--- src/rtl/sisc_exec_ctrl_if.sv ---
// sisc_exec_ctrl_if -- bundle between the SISC execution controller and its
// datapath (register file, ALU operands, PC logic, data memory, swap unit).
//
// Signals:
//   IR, rsa, rsb, STAT, pc_inc    : datapath -> controller (instruction, operands, flags, PC+1)
//   alu_result, stat, stat_en     : ALU result, new {C,V,N,Z} flags and status-register write enable
//   br_addr                       : branch target
//   RF_WE .. SWAP_REG, ALU_OP,
//   RD_SEL                        : controller strobes and mux selects
//
// Modports:
//   master : the execution controller (drives strobes and ALU/branch results)
//   slave  : the datapath side
interface sisc_exec_ctrl_if;
    logic [31:0] IR;
    logic [31:0] rsa;
    logic [31:0] rsb;
    logic [3:0]  STAT;
    logic [15:0] pc_inc;

    logic [31:0] alu_result;
    logic [3:0]  stat;
    logic        stat_en;
    logic [15:0] br_addr;

    logic        RF_WE;
    logic        WB_SEL;
    logic        PC_SEL;
    logic        PC_WRITE;
    logic        PC_RST;
    logic        BR_SEL;
    logic        MM_SEL;
    logic        DM_WE;
    logic        SWAP_MUX;
    logic        SWAP_DATA;
    logic        SWAP_REG;
    logic [1:0]  ALU_OP;
    logic [1:0]  RD_SEL;

    modport master (
        input  IR, rsa, rsb, STAT, pc_inc,
        output alu_result, stat, stat_en, br_addr,
        output RF_WE, WB_SEL, PC_SEL, PC_WRITE, PC_RST, BR_SEL, MM_SEL, DM_WE,
        output SWAP_MUX, SWAP_DATA, SWAP_REG, ALU_OP, RD_SEL
    );

    modport slave (
        output IR, rsa, rsb, STAT, pc_inc,
        input  alu_result, stat, stat_en, br_addr,
        input  RF_WE, WB_SEL, PC_SEL, PC_WRITE, PC_RST, BR_SEL, MM_SEL, DM_WE,
        input  SWAP_MUX, SWAP_DATA, SWAP_REG, ALU_OP, RD_SEL
    );
endinterface

--- src/rtl/sisc_exec_ctrl.sv ---
// sisc_exec_ctrl -- multi-cycle execution controller for the SISC processor.
//
// Sequences each instruction through FETCH, DECODE, EXECUTE, MEM, WRITEBACK
// (and WB2 for SWP), generates the registered control strobes for the datapath,
// and computes the combinational ALU result/flags and the branch target.
//
// Ports:
//   CLK   : rising-edge clock
//   RST_F : synchronous active-low reset (forces START from any state)
//   bus   : sisc_exec_ctrl_if.master (instruction/operands in, strobes/results out)
//
// Configuration:
//   SISC_SWAP_EN : when defined, opcode 0111 (SWP) performs the two-cycle
//                  register swap; when undefined it executes as a NOP and the
//                  swap strobes stay 0.
module sisc_exec_ctrl (
    input  logic             CLK,
    input  logic             RST_F,
    sisc_exec_ctrl_if.master bus
);

`ifdef SISC_SWAP_EN
    localparam logic SWAP_EN = 1'b1;
`else
    localparam logic SWAP_EN = 1'b0;
`endif

    localparam logic [3:0] OP_ADD  = 4'b0001;
    localparam logic [3:0] OP_SUB  = 4'b0010;
    localparam logic [3:0] OP_ADDI = 4'b0011;
    localparam logic [3:0] OP_AND  = 4'b0100;
    localparam logic [3:0] OP_LOD  = 4'b0101;
    localparam logic [3:0] OP_STR  = 4'b0110;
    localparam logic [3:0] OP_SWP  = 4'b0111;
    localparam logic [3:0] OP_BRR  = 4'b1000;
    localparam logic [3:0] OP_BRA  = 4'b1001;
    localparam logic [3:0] OP_BNR  = 4'b1010;
    localparam logic [3:0] OP_BNA  = 4'b1011;
    localparam logic [3:0] OP_HLT  = 4'b1111;

    typedef enum logic [2:0] {
        ST_START, ST_FETCH, ST_DECODE, ST_EXECUTE,
        ST_MEM, ST_WRITEBACK, ST_WB2, ST_HALT
    } state_t;

    state_t      state_r;
    logic [3:0]  op_r;
    logic [3:0]  mm_r;
    logic [1:0]  alu_op_r;
    logic [1:0]  rd_sel_r;
    logic        wb_sel_r;
    logic        mm_sel_r;
    logic        br_sel_r;
    logic        rf_we_r;
    logic        pc_sel_r;
    logic        pc_write_r;
    logic        pc_rst_r;
    logic        dm_we_r;
    logic        swap_mux_r;
    logic        swap_data_r;
    logic        swap_reg_r;
    logic        stat_en_r;

    logic [1:0]  dec_alu_op_s;
    logic [1:0]  dec_rd_sel_s;
    logic        dec_wb_sel_s;
    logic        dec_mm_sel_s;
    logic        dec_br_sel_s;

    logic [31:0] opb_s;
    logic        cin_s;
    logic [32:0] sum_s;
    logic [31:0] res_s;
    logic        c_s;
    logic        v_s;
    logic        quiet_s;

    function automatic logic is_alu_op(input logic [3:0] op);
        return (op == OP_ADD) || (op == OP_SUB) || (op == OP_ADDI) || (op == OP_AND);
    endfunction

    function automatic logic is_swap(input logic [3:0] op);
        return SWAP_EN && (op == OP_SWP);
    endfunction

    function automatic logic writes_rf(input logic [3:0] op);
        return is_alu_op(op) || (op == OP_LOD) || is_swap(op);
    endfunction

    // BRR/BRA take the branch when any selected flag is set, BNR/BNA when none is.
    function automatic logic branch_taken(input logic [3:0] op, input logic [3:0] mm,
                                          input logic [3:0] st);
        logic hit;
        hit = ((st & mm) != 4'b0000);
        case (op)
            OP_BRR, OP_BRA: return hit;
            OP_BNR, OP_BNA: return !hit;
            default:        return 1'b0;
        endcase
    endfunction

    // Decode of the per-instruction selects that stay constant from DECODE onward.
    always_comb begin
        dec_alu_op_s = 2'b00;
        dec_rd_sel_s = 2'b00;
        dec_wb_sel_s = 1'b0;
        dec_mm_sel_s = 1'b0;
        dec_br_sel_s = 1'b0;
        case (bus.IR[31:28])
            OP_SUB:  dec_alu_op_s = 2'b01;
            OP_ADDI: begin
                dec_alu_op_s = 2'b10;
                dec_rd_sel_s = 2'b01;
            end
            OP_AND:  dec_alu_op_s = 2'b11;
            // Memory address is either the raw immediate or rs+imm through the ALU.
            OP_LOD:  begin
                dec_alu_op_s = 2'b10;
                dec_rd_sel_s = 2'b01;
                dec_wb_sel_s = 1'b1;
                dec_mm_sel_s = bus.IR[24];
            end
            OP_STR:  begin
                dec_alu_op_s = 2'b10;
                dec_mm_sel_s = bus.IR[24];
            end
            OP_SWP:  dec_rd_sel_s = SWAP_EN ? 2'b10 : 2'b00;
            OP_BRA, OP_BNA: dec_br_sel_s = 1'b1;
            default: dec_alu_op_s = 2'b00;
        endcase
    end

    // Instruction sequencer; every strobe is registered for the state being entered.
    always_ff @(posedge CLK) begin
        if (!RST_F) begin
            state_r     <= ST_START;
            op_r        <= 4'b0000;
            mm_r        <= 4'b0000;
            alu_op_r    <= 2'b00;
            rd_sel_r    <= 2'b00;
            wb_sel_r    <= 1'b0;
            mm_sel_r    <= 1'b0;
            br_sel_r    <= 1'b0;
            rf_we_r     <= 1'b0;
            pc_sel_r    <= 1'b0;
            pc_write_r  <= 1'b0;
            pc_rst_r    <= 1'b1;
            dm_we_r     <= 1'b0;
            swap_mux_r  <= 1'b0;
            swap_data_r <= 1'b0;
            swap_reg_r  <= 1'b0;
            stat_en_r   <= 1'b0;
        end else begin
            rf_we_r     <= 1'b0;
            pc_sel_r    <= 1'b0;
            pc_write_r  <= 1'b0;
            pc_rst_r    <= 1'b0;
            dm_we_r     <= 1'b0;
            swap_mux_r  <= 1'b0;
            swap_data_r <= 1'b0;
            swap_reg_r  <= 1'b0;
            stat_en_r   <= 1'b0;
            case (state_r)
                ST_START: state_r <= ST_FETCH;
                ST_FETCH: begin
                    state_r  <= ST_DECODE;
                    op_r     <= bus.IR[31:28];
                    mm_r     <= bus.IR[27:24];
                    alu_op_r <= dec_alu_op_s;
                    rd_sel_r <= dec_rd_sel_s;
                    wb_sel_r <= dec_wb_sel_s;
                    mm_sel_r <= dec_mm_sel_s;
                    br_sel_r <= dec_br_sel_s;
                end
                ST_DECODE: begin
                    if (op_r == OP_HLT) begin
                        state_r <= ST_HALT;
                    end else begin
                        state_r   <= ST_EXECUTE;
                        stat_en_r <= is_alu_op(op_r);
                    end
                end
                ST_EXECUTE: begin
                    state_r <= ST_MEM;
                    dm_we_r <= (op_r == OP_STR);
                end
                ST_MEM: begin
                    state_r <= ST_WRITEBACK;
                    rf_we_r <= writes_rf(op_r);
                    if (is_swap(op_r)) begin
                        // First swap write: rs receives the old rt (rsb).
                        swap_mux_r  <= 1'b1;
                        swap_data_r <= 1'b1;
                    end else begin
                        pc_write_r <= 1'b1;
                        pc_sel_r   <= branch_taken(op_r, mm_r, bus.STAT);
                    end
                end
                ST_WRITEBACK: begin
                    if (is_swap(op_r)) begin
                        // Second swap write: rt receives the old rs.
                        state_r    <= ST_WB2;
                        rf_we_r    <= 1'b1;
                        swap_mux_r <= 1'b1;
                        swap_reg_r <= 1'b1;
                        pc_write_r <= 1'b1;
                    end else begin
                        state_r  <= ST_FETCH;
                        alu_op_r <= 2'b00;
                        rd_sel_r <= 2'b00;
                        wb_sel_r <= 1'b0;
                        mm_sel_r <= 1'b0;
                        br_sel_r <= 1'b0;
                    end
                end
                ST_WB2: begin
                    state_r  <= ST_FETCH;
                    alu_op_r <= 2'b00;
                    rd_sel_r <= 2'b00;
                    wb_sel_r <= 1'b0;
                    mm_sel_r <= 1'b0;
                    br_sel_r <= 1'b0;
                end
                ST_HALT: state_r <= ST_HALT;
                default: state_r <= ST_START;
            endcase
        end
    end

    // ALU: ADD/SUB/ADDI share one 33-bit adder (SUB as rsa + ~rsb + 1); AND bypasses it.
    always_comb begin
        opb_s = bus.rsb;
        cin_s = 1'b0;
        case (alu_op_r)
            2'b00: begin
                opb_s = bus.rsb;
                cin_s = 1'b0;
            end
            2'b01: begin
                opb_s = ~bus.rsb;
                cin_s = 1'b1;
            end
            2'b10: begin
                opb_s = {{16{bus.IR[15]}}, bus.IR[15:0]};
                cin_s = 1'b0;
            end
            default: begin
                opb_s = bus.rsb;
                cin_s = 1'b0;
            end
        endcase
        sum_s = {1'b0, bus.rsa} + {1'b0, opb_s} + {32'd0, cin_s};
        if (alu_op_r == 2'b11) begin
            res_s = bus.rsa & bus.rsb;
            c_s   = 1'b0;
            v_s   = 1'b0;
        end else begin
            res_s = sum_s[31:0];
            c_s   = sum_s[32];
            v_s   = (bus.rsa[31] == opb_s[31]) && (res_s[31] != bus.rsa[31]);
        end
    end

    // START and HALT drive every output low apart from PC_RST in START.
    assign quiet_s = (state_r == ST_START) || (state_r == ST_HALT);

    assign bus.alu_result = quiet_s ? 32'd0 : res_s;
    assign bus.stat       = quiet_s ? 4'b0000 : {c_s, v_s, res_s[31], (res_s == 32'd0)};
    assign bus.br_addr    = quiet_s ? 16'd0 :
                            (br_sel_r ? bus.IR[15:0] : (bus.pc_inc + bus.IR[15:0]));

    // Write strobes are qualified by RST_F so nothing is written in a reset cycle,
    // even when reset arrives mid-instruction before the registers clear.
    assign bus.RF_WE     = rf_we_r & RST_F;
    assign bus.DM_WE     = dm_we_r & RST_F;
    assign bus.PC_WRITE  = pc_write_r & RST_F;
    assign bus.WB_SEL    = wb_sel_r;
    assign bus.PC_SEL    = pc_sel_r;
    assign bus.PC_RST    = pc_rst_r;
    assign bus.BR_SEL    = br_sel_r;
    assign bus.MM_SEL    = mm_sel_r;
    assign bus.SWAP_MUX  = swap_mux_r;
    assign bus.SWAP_DATA = swap_data_r;
    assign bus.SWAP_REG  = swap_reg_r;
    assign bus.stat_en   = stat_en_r;
    assign bus.ALU_OP    = alu_op_r;
    assign bus.RD_SEL    = rd_sel_r;

endmodule

--- src/flat_wrapper.sv ---
// flat-port wrapper written by rule: the top's interface ports become plain ports
module sisc_exec_ctrl_flat 
  (CLK, RST_F, bus_IR, bus_rsa, bus_rsb, bus_STAT, bus_pc_inc, bus_alu_result, bus_stat, bus_stat_en, bus_br_addr, bus_RF_WE, bus_WB_SEL, bus_PC_SEL, bus_PC_WRITE, bus_PC_RST, bus_BR_SEL, bus_MM_SEL, bus_DM_WE, bus_SWAP_MUX, bus_SWAP_DATA, bus_SWAP_REG, bus_ALU_OP, bus_RD_SEL);
  sisc_exec_ctrl_if bus_i ();
  input  logic CLK;
  input  logic RST_F;
  input wire logic [$bits(bus_i.IR)-1:0] bus_IR;
  input wire logic [$bits(bus_i.rsa)-1:0] bus_rsa;
  input wire logic [$bits(bus_i.rsb)-1:0] bus_rsb;
  input wire logic [$bits(bus_i.STAT)-1:0] bus_STAT;
  input wire logic [$bits(bus_i.pc_inc)-1:0] bus_pc_inc;
  output wire logic [$bits(bus_i.alu_result)-1:0] bus_alu_result;
  output wire logic [$bits(bus_i.stat)-1:0] bus_stat;
  output wire logic [$bits(bus_i.stat_en)-1:0] bus_stat_en;
  output wire logic [$bits(bus_i.br_addr)-1:0] bus_br_addr;
  output wire logic [$bits(bus_i.RF_WE)-1:0] bus_RF_WE;
  output wire logic [$bits(bus_i.WB_SEL)-1:0] bus_WB_SEL;
  output wire logic [$bits(bus_i.PC_SEL)-1:0] bus_PC_SEL;
  output wire logic [$bits(bus_i.PC_WRITE)-1:0] bus_PC_WRITE;
  output wire logic [$bits(bus_i.PC_RST)-1:0] bus_PC_RST;
  output wire logic [$bits(bus_i.BR_SEL)-1:0] bus_BR_SEL;
  output wire logic [$bits(bus_i.MM_SEL)-1:0] bus_MM_SEL;
  output wire logic [$bits(bus_i.DM_WE)-1:0] bus_DM_WE;
  output wire logic [$bits(bus_i.SWAP_MUX)-1:0] bus_SWAP_MUX;
  output wire logic [$bits(bus_i.SWAP_DATA)-1:0] bus_SWAP_DATA;
  output wire logic [$bits(bus_i.SWAP_REG)-1:0] bus_SWAP_REG;
  output wire logic [$bits(bus_i.ALU_OP)-1:0] bus_ALU_OP;
  output wire logic [$bits(bus_i.RD_SEL)-1:0] bus_RD_SEL;
  assign bus_i.IR = bus_IR;
  assign bus_i.rsa = bus_rsa;
  assign bus_i.rsb = bus_rsb;
  assign bus_i.STAT = bus_STAT;
  assign bus_i.pc_inc = bus_pc_inc;
  assign bus_alu_result = bus_i.alu_result;
  assign bus_stat = bus_i.stat;
  assign bus_stat_en = bus_i.stat_en;
  assign bus_br_addr = bus_i.br_addr;
  assign bus_RF_WE = bus_i.RF_WE;
  assign bus_WB_SEL = bus_i.WB_SEL;
  assign bus_PC_SEL = bus_i.PC_SEL;
  assign bus_PC_WRITE = bus_i.PC_WRITE;
  assign bus_PC_RST = bus_i.PC_RST;
  assign bus_BR_SEL = bus_i.BR_SEL;
  assign bus_MM_SEL = bus_i.MM_SEL;
  assign bus_DM_WE = bus_i.DM_WE;
  assign bus_SWAP_MUX = bus_i.SWAP_MUX;
  assign bus_SWAP_DATA = bus_i.SWAP_DATA;
  assign bus_SWAP_REG = bus_i.SWAP_REG;
  assign bus_ALU_OP = bus_i.ALU_OP;
  assign bus_RD_SEL = bus_i.RD_SEL;
  sisc_exec_ctrl u_core (.CLK(CLK), .RST_F(RST_F), .bus(bus_i));
endmodule
--- config.mk ---
export PLATFORM = sky130hd
export DESIGN_NAME = sisc_exec_ctrl_flat
export DESIGN_NICKNAME = d
export VERILOG_FILES = /design/src/rtl/sisc_exec_ctrl_if.sv /design/src/rtl/sisc_exec_ctrl.sv /design/src/flat_wrapper.sv
export SDC_FILE = /design/constraint.sdc
export NUM_CORES = 1
export LEC_CHECK = 0
export BUFFER_PORTS_ARGS = -buffer_cell sky130_fd_sc_hd__buf_2
export CORE_MARGIN = 2
export CORE_UTILIZATION = 35
export CTS_BUF_LIST = sky130_fd_sc_hd__clkbuf_16
export CTS_CLUSTER_SIZE = 25
export DETAILED_ROUTE_END_ITERATION = 10
export PLACE_DENSITY = 0.72
export SLEW_MARGIN = 10
export SYNTH_ARGS = -nofsm -noshare
export SYNTH_HDL_FRONTEND = slang
export SYNTH_SLANG_ARGS = --single-unit
--- constraint.sdc ---
create_clock -name CLK -period 13.2 [get_ports CLK]
set_input_delay 2.64 -clock CLK [delete_from_list [all_inputs] [get_ports CLK]]
set_output_delay 2.64 -clock CLK [all_outputs]
set_load 0.03 [all_outputs]
### Word level (Yosys, flattened, before mapping)

Index checks and enable logic that the tools add are counted.

* bits in registers: 24
* output and inout bits: 68

* bitwise gates (word level): 8
* reductions and logical operators: 22
* add/subtract/negate cells: 3
* muxes and demuxes: 24
* equality and inequality tests: 30

Operators by type and width (count)
* 2-to-1 mux 32 bit: 2
* case mux 32 bit (2 select lines): 1
* adder 32 x 32 -> 33 bit: 1
* adder 33 x 1 -> 33 bit: 1
* bitwise AND 32 bit: 1
* logical NOT 32 bit: 1
* 2-to-1 mux 16 bit: 2
* inverter 32 bit: 1
* == test 4 bit (second input constant): 7
* == test 4 x 3 -> 1 bit (second input constant): 6
* case mux 3 bit (6 select lines): 1
* adder 16 bit: 1
* == test 4 x 2 -> 1 bit (second input constant): 4
* == test 3 bit (second input constant): 4
* OR reduction 2 bit: 6
* 2-to-1 mux 1 bit: 9
* OR reduction 3 bit: 3
* case mux 1 bit (2 select lines): 4
* case mux 2 bit (2 select lines): 2
* == test 3 x 2 -> 1 bit (second input constant): 2
* case mux 2 bit (3 select lines): 1
* logical OR 1 bit: 5
* bitwise AND 4 bit: 1
* == test 2 bit (second input constant): 2
* other kinds (15): 19

### Longest topological paths before layout

Gate-level depths: netlist of the first run.

* word-level depth: 8
* gate-level depth with buffers: 20
* gate-level depth less buffers: 18

### Worst setup path before layout of the first run

OpenSTA, ideal clock, no wires.

* kind: input -> output
* from: input port bus_rsb[0]
* to: output port bus_stat[0]
* stages on the path: 15
* path buffers: 0
* required time: 10560 ps
* data arrival time: 6354 ps
* slack: 4206 ps
* path through: o21ai_0 -> mux2i_1 -> fa_1 -> inv_1 -> fa_1 -> nor3b_1 -> a41oi_1 -> nor4_1 -> o211ai_1 -> or4_4 -> a2111oi_4 -> o2111ai_1 -> a2111oi_2 -> nand4_1 -> nor4_2

* word-level cells in the longest chain between the ends: 7
* elaborated cells on any way between the ends: 8
* classes of those cells: 2 x add/sub; 3 x mux; 2 x bitwise; 1 x reduce/logical

RTL lines
* from (decl): RTL line flat_wrapper.sv:9 `input wire logic [$bits(bus_i.rsb)-1:0] bus_rsb;`
* inverter 32 bit: RTL line sisc_exec_ctrl.sv:240 `opb_s = ~bus.rsb;`
* case mux 32 bit (2 select lines): RTL line sisc_exec_ctrl.sv:234 `case (alu_op_r)`
* adder 32 x 32 -> 33 bit: RTL line sisc_exec_ctrl.sv:252 `sum_s = {1'b0, bus.rsa} + {1'b0, opb_s} + {32'd0, cin_s};`
* adder 33 x 1 -> 33 bit: RTL line sisc_exec_ctrl.sv:252
* 2-to-1 mux 32 bit (*): RTL line sisc_exec_ctrl.sv:253 `if (alu_op_r == 2'b11) begin`
* logical NOT 32 bit (*): RTL line sisc_exec_ctrl.sv:268 `assign bus.stat = quiet_s ? 4'b0000 : {c_s, v_s, res_s[31], (res_s == 32'd0)};`
* 2-to-1 mux 4 bit (*): RTL line sisc_exec_ctrl.sv:268
* to (decl): RTL line flat_wrapper.sv:13 `output wire logic [$bits(bus_i.stat)-1:0] bus_stat;`

Mark *: on every way between the ends. The rest lies on a longest branch, timed or not.

### Final worst setup path of the first run

* from: input port bus_IR[0]
* to: output port bus_stat[0]

* word-level cells in the longest chain between the ends: 6

RTL lines
* from (decl): RTL line flat_wrapper.sv:7 `input wire logic [$bits(bus_i.IR)-1:0] bus_IR;`
* case mux 32 bit (2 select lines): RTL line sisc_exec_ctrl.sv:234
* adder 32 x 32 -> 33 bit: RTL line sisc_exec_ctrl.sv:252
* adder 33 x 1 -> 33 bit: RTL line sisc_exec_ctrl.sv:252
* 2-to-1 mux 32 bit: RTL line sisc_exec_ctrl.sv:253
* logical NOT 32 bit: RTL line sisc_exec_ctrl.sv:268
* 2-to-1 mux 4 bit: RTL line sisc_exec_ctrl.sv:268

Every way passes these cells.

==> results.tsv, run 1 <==
metric	value	unit
status	finished, final reports clean	
synthesized area per cell	6.81	µm²
FF+latch count, synth	23	
Final WS setup	3540	ps
Layout Nets	1044	
Die H	123	µm
Tot GR Track Use	0.192	
Pwr per Cell Area	91.8	nW/µm²
Skew-Pair Late Insertion Delay	250	ps
number of setup buffers added after CTS	0	
CTS Hold Bufs	0	
pin count of the biggest net entering global routing	71	
DIE AREA	15200	µm²
DR vias	5848	
core area	13900	µm²
Mapped Area	4990	µm²
Slew Viols, Final	0	
MaxCap Viol Count	0	
period utilization	0.732	
I/O pins	186	
Initial DRC Count	356	
die width	123	µm
Mapped Cells	733	
crit path from	bus_IR[0]	
number of global-route vias before repair	5111	
initial antenna violation count	1	
CTS tree	yes	
post-route insts no fill	1054	
DRT antenna net count	0	
Max FO, Critical Path	3	
grt total ovfl	0	
CTS max path bufs	2	
max frequency	104	MHz
Arr. time, crit path	7020	ps
fraction of synthesis flops using an asynchronous set or reset pin	0	
final hold violation count	0	
sequential share of the synthesized area	0.0923	
Peak VDD IR	95.8	µV
min Tclk post-route	9660	ps
library cells used by synthesis	73	
Setup TNS Final	0	ps
Lkg Pwr	2.90	nW
pre-CTS setup slack	3550	ps
FF-to-FF setup slack	11470	ps
hold_sp	u_core.mm_r[3]$_SDFFE_PN0N_	
total routed wirelength	15500	µm
RSZ-0062 raised after global routing	no	
endpoints failing setup	0	
clock skew	1.84	ps
layout cells sized above 1	0.231	
Final HPWL DP	12400	µm
EDFF count, synth	0	
Initial Utilization	0.359	
crit end category	output port	
Root Buffer	clkbuf_16	
H-tree levels	1	
DRC viols	0	
CP Launch Type	primary input	
placed cells	1049	
Num CTS Buffers	3	
Reg-to-Reg Start	u_core.state_r[0]$_SDFF_PN0_	
CTS resizes	0	
DP Area	5930	µm²
Design Power	0.552	mW
Crit path required time	10560	ps
Max-slew headroom	0.331	
Reg clk slew, reported paths	60	ps
Port-buffer cells	173	
Setup CP Type	primary input to output port	
DRT Pass-1 Iters	6	
Hold WC Path Type	register to register	
WL per Instance	14.7	µm
Syn. warnings	0	
Post-Layout Inst Area	6010	µm²
Least-Margin Pin Slew	999	ps
ys flop type	dfxtp_1	
CTS sink count	23	
Area Overhead vs Synth	20.5	%
RePlAce Congestion	0.896	
row cnt	43	
post-DR vias/cell	5.55	
first-pass GRT wire length	24200	µm
area by class of cell:
type / count / area [µm²]
antenna: 1 / 2.50
clock buffer: 3 / 75.1
clock inverter: 1 / 5.00
fill: 1501 / 7870
inverter: 48 / 180
multi-input combinational: 619 / 4150
sequential: 23 / 460
tap: 180 / 225
timing repair buffer: 179 / 911
where the power goes:
group / switching (mW) / internal, mW
clock: 0.0237 / 0.0407
combinational: 0.260 / 0.152
sequential: 0.00377 / 0.0725
logic make-up (layout without fill, tap and decap cells):
group	count (synthesis)	count (layout)	share of synthesized area
and+or+nand+nor	249	249	0.247
adders and majority gates	52	52	0.135
AOI/OAI and AO/OA	259	259	0.345
DFF	23	23	0.0923
muxes	13	13	0.0266
other	1	5	0.000752
buffers and inverters	94	231	0.0780
xor gates and xnor gates	42	42	0.0752
metal layers:
| layer | wire (µm) | up-vias | GRT usage |
|---|---|---|---|
| li1 | - | 2962 | - |
| met1 | 7250 | 2687 | 0.267 |
| met2 | 7100 | 185 | 0.324 |
| met3 | 993 | 14 | 0.0208 |
| met5 | 0 | - | 0 |
| met4 | 192 | 0 | 0.0320 |
final timing paths:
check                                                      end  depth (start not counted)
worst min-delay path               u_core.mm_r[3]$_SDFFE_PN0N_                          2
worst max-delay path                               bus_stat[0]                         18
worst max register to register  u_core.bus.MM_SEL$_SDFFE_PN0P_                          6
worst min register to register     u_core.mm_r[3]$_SDFFE_PN0N_                          2
worst max-delay path, cell delays in order:
cell and delay, ps:
buf_2 110, nand2_1 50, o21ai_0 100, mux2i_1 110, fa_1 430, inv_1 80, fa_1 430, nor3b_1 230
a41oi_1 70, nor4_1 330, o211ai_1 140, or4_4 460, a2111oi_4 370, o2111ai_1 210, a2111oi_2 490, nand4_1 270
nor4_2 260, buf_2 230
cell usage in the layout (no fill, tap or decap), types with 17 or more instances in the layout:
master / n
buf_2: 173
a21oi_1: 96
nor2_1: 77
nand2_1: 48
ha_1: 48
inv_1: 47
nand3_1: 28
dfxtp_1: 23
xor2_1: 21
a21o_1: 20
xnor2_1: 20
a21boi_0: 19
nor3_1: 18
o21ai_0: 17
stage by stage:
step                utilization  hold WS (ps)
finish                    0.433           461
CTS                       0.433           459
floorplan                     -           436
detailed placement        0.427           450
global route              0.433           480
global placement          0.427           446
cells in the mapped netlist (6+ instances only):
cell,instances,area share
a21o_1,20,0.030
nor2_1,77,0.058
inv_1,47,0.035
nand4_1,8,0.010
and2_1,7,0.0088
o21a_1,14,0.021
xor2_1,21,0.037
clkbuf_1,33,0.025
o211ai_1,6,0.0090
a21oi_1,96,0.096
buf_4,7,0.011
a21boi_0,19,0.029
dfxtp_1,23,0.092
xnor2_1,20,0.035
a221oi_1,16,0.028
ha_1,49,0.12
nand3_1,28,0.028
nor3_1,18,0.018
mux2i_1,11,0.022
o21ai_0,17,0.017
a31oi_1,16,0.020
nor3b_1,6,0.0090
o21ai_1,7,0.0070
and3_1,14,0.018
nor2b_1,16,0.020
nand2_1,48,0.036
state kept, by name, indices dropped and copies added, names as in the netlist, 2 cells and up:
name / count
u_core.state_r: 3
u_core.bus.ALU_OP: 2
u_core.op_r: 4
u_core.mm_r: 4
(Power assumes the default switching activity.)
==> run 2, diff against run 1 <==
Clock period 13.2 ns to 9 ns, I/O delays scaled along.
==> run 2 against run 1 <==
  * Core utilization is essentially flat
  * Flip-flop and latch count is the same
  * Die area is the same
  * Critical endpoint unchanged
  * Power grew 47%
  * Via count shrank 0.53%
  * Hold slack lost 2.6 ps
  * Combinational power grew 47%
  * Global-route usage is essentially flat
  * Final cell count is essentially flat
  * Sequential share of layout area is essentially flat
  * Worst setup slack lost 2500 ps
  * Non-clock buffer count grew 1
==> results.tsv, run 2 (same netlist as run 1, synthesis figures left out) <==
metric	value	unit	change
RePlAce Congestion	0.917		+2.4%
Pwr per Cell Area	135	nW/µm²	+47%
Top Registers	u_core.mm_r (4), u_core.op_r (4), u_core.state_r (3)		
crit end category	output port		
Buf/Inv on CP	3		unchanged
number of setup buffers added after CTS	0		unchanged
Max FO, Critical Path	3		unchanged
Setup CP Type	primary input to output port		
commonest non-fill, non-tap cell in the layout	buf_2		
CTS resizes	0		unchanged
Final HPWL DP	12600	µm	+1.4%
Net Sw Power	0.421	mW	+47%
Filler cells	1499		-0.13%
Comb pwr share	0.747		+0.002
register area	460	µm²	unchanged
layout cells sized above 1	0.231		-0.000265
Root Buffer	clkbuf_16		
MaxCap Viol Count	0		unchanged
switching share of total power	0.519		-0.000655
CTS tree	yes		
first-pass GRT wire length	24100	µm	-0.40%
Reg clk slew, reported paths	60	ps	about the same
part of the power in registers	0.138		about the same
final hold violation count	0		unchanged
DIE AREA	15200	µm²	unchanged
Arr. time, crit path	6130	ps	-890 ps
WL per Instance	14.7	µm	about the same
Hold WC Path Type	register to register		
CP max stage cell	a2111oi_2		
DRC viols	0		unchanged
die width	123	µm	unchanged
initial antenna violation count	1		unchanged
crit path cell chain	buf_2 -> nand2_1 -> o21ai_0 -> mux2i_1 -> fa_1 -> inv_1 -> fa_1 -> nor3b_1 -> a41oi_1 -> nor4_1 -> o211ai_1 -> or4_4 -> a2111oi_4 -> o2111ai_1 -> a2111oi_2 -> nand4_1 -> nor4_2 -> buf_2		
period utilization	0.881		
I/O pins	186		unchanged
Crit path required time	7200	ps	-3360 ps
area of the multi-input gates	4150	µm²	unchanged
Max-slew headroom	0.303		-0.0283
Peak VDD IR	104	µV	+8.6%
Die H	123	µm	unchanged
met2 GRT Util	0.327		+0.00275
H-tree levels	1		unchanged
DRT Pass-1 Iters	5		-1
DRT antenna net count	0		unchanged
CTS max path bufs	2		unchanged
met3 usage	0.00923		-0.0115
internal power	0.390	mW	+47%
row cnt	43		unchanged
core area	13900	µm²	unchanged
Port-buffer cells	173		unchanged
Clock power frac	0.115		-0.002
Least-Margin Pin Slew	1040	ps	+42.2 ps
CTS sink count	23		unchanged
Setup TNS Final	0	ps	unchanged
Skew-Pair Late Insertion Delay	250	ps	about the same
max frequency	126	MHz	
grt total ovfl	0		unchanged
Slew Viols, Final	0		unchanged
Design Power	0.811	mW	+47%
Layout Nets	1045		+0.096%
CP Launch Type	primary input		
number of global-route vias before repair	5043		-1.3%
crit-path leading delay family	simple AND/OR/NAND/NOR gates		
Lkg Pwr	2.91	nW	+0.22%
Initial DRC Count	344		-3.4%
RSZ-0062 raised after global routing	no		
Num CTS Buffers	3		unchanged
status	finished, final reports clean		
Area Overhead vs Synth	20.6	%	
Initial Utilization	0.359		unchanged
M1 GR Usage	0.273		+0.00649
endpoints failing setup	0		unchanged
min Tclk post-route	7930	ps	
gr busiest metal	met2		
CTS Hold Bufs	0		unchanged
DR vias	5817		-0.53%
CP max stage delay	470	ps	-20 ps
pin count of the biggest net entering global routing	52		-27%
total routed wirelength	15600	µm	about the same
Tot GR Track Use	0.193		+0.000405
clock skew	2.23	ps	+0.383 ps
post-DR vias/cell	5.51		-0.62%
most frequent cells in the layout	173 x buf_2, 96 x a21oi_1, 77 x nor2_1		
[run 2: cell type report]
type                    count  area share
multi-input cells         619       0.690
repair buffers            180       0.153
flip-flops and latches     23      0.0765
well taps                 180      0.0374
inverters                  48      0.0299
clock buffers               3      0.0125
clock inverters             1    0.000624
diodes                      1    0.000416
[run 2: per-layer routing]
metal | part of all wire | vias to the layer above | wire length [µm]
met5 | 0 | - | 0
met4 | 0.011 | 0 | 178
met2 | 0.45 | 180 | 7060
li1 | - | 2965 | -
met3 | 0.050 | 19 | 777
met1 | 0.48 | 2653 | 7540
[run 2: worst register-to-register path: cells and delay by family (launching register included)]
family             cells  cell delay [ps]
and+or+nand+nor        5             1080
AOI/OAI and AO/OA      1               70
DFF                    1              490
[run 2: worst paths after layout]
kind | endpoint | slack, ps | cells after the start | startpoint
setup reg to reg | u_core.bus.MM_SEL$_SDFFE_PN0P_ | 7290 | 6 | u_core.state_r[0]$_SDFF_PN0_
hold reg to reg | u_core.mm_r[1]$_SDFFE_PN0N_ | 460 | 2 | u_core.mm_r[1]$_SDFFE_PN0N_
setup / recovery | bus_stat[0] | 1070 | 18 | bus_IR[0]
hold / removal | u_core.mm_r[1]$_SDFFE_PN0N_ | 460 | 2 | u_core.mm_r[1]$_SDFFE_PN0N_
[run 2: stage by stage]
stage | instance area [µm²] | worst slack (ps) | utilization | cells | hold slack (ps)
global placement | 5940 | 1090 | 0.428 | 1050 | 445
detailed placement | 5940 | 1060 | 0.428 | 1050 | 451
floorplan | 5000 | 1690 | - | 736 | 436
global route | 6020 | 793 | 0.433 | 1054 | 481
finish | 6020 | 1070 | 0.434 | 1055 | 458
CTS | 6020 | 1050 | 0.433 | 1054 | 459
[run 2: power groups by stage]
stage | sequential [mW] | combinational, mW | clock [mW]
6_report | 0.112 | 0.605 | 0.0934
5_1_grt | 0.113 | 0.664 | 0.0998
4_1_cts | 0.112 | 0.602 | 0.0951
3_5_place_dp | 0.114 | 0.600 | 0
3_3_place_gp | 0.114 | 0.595 | 0
2_1_floorplan | 0.113 | 0.451 | 0
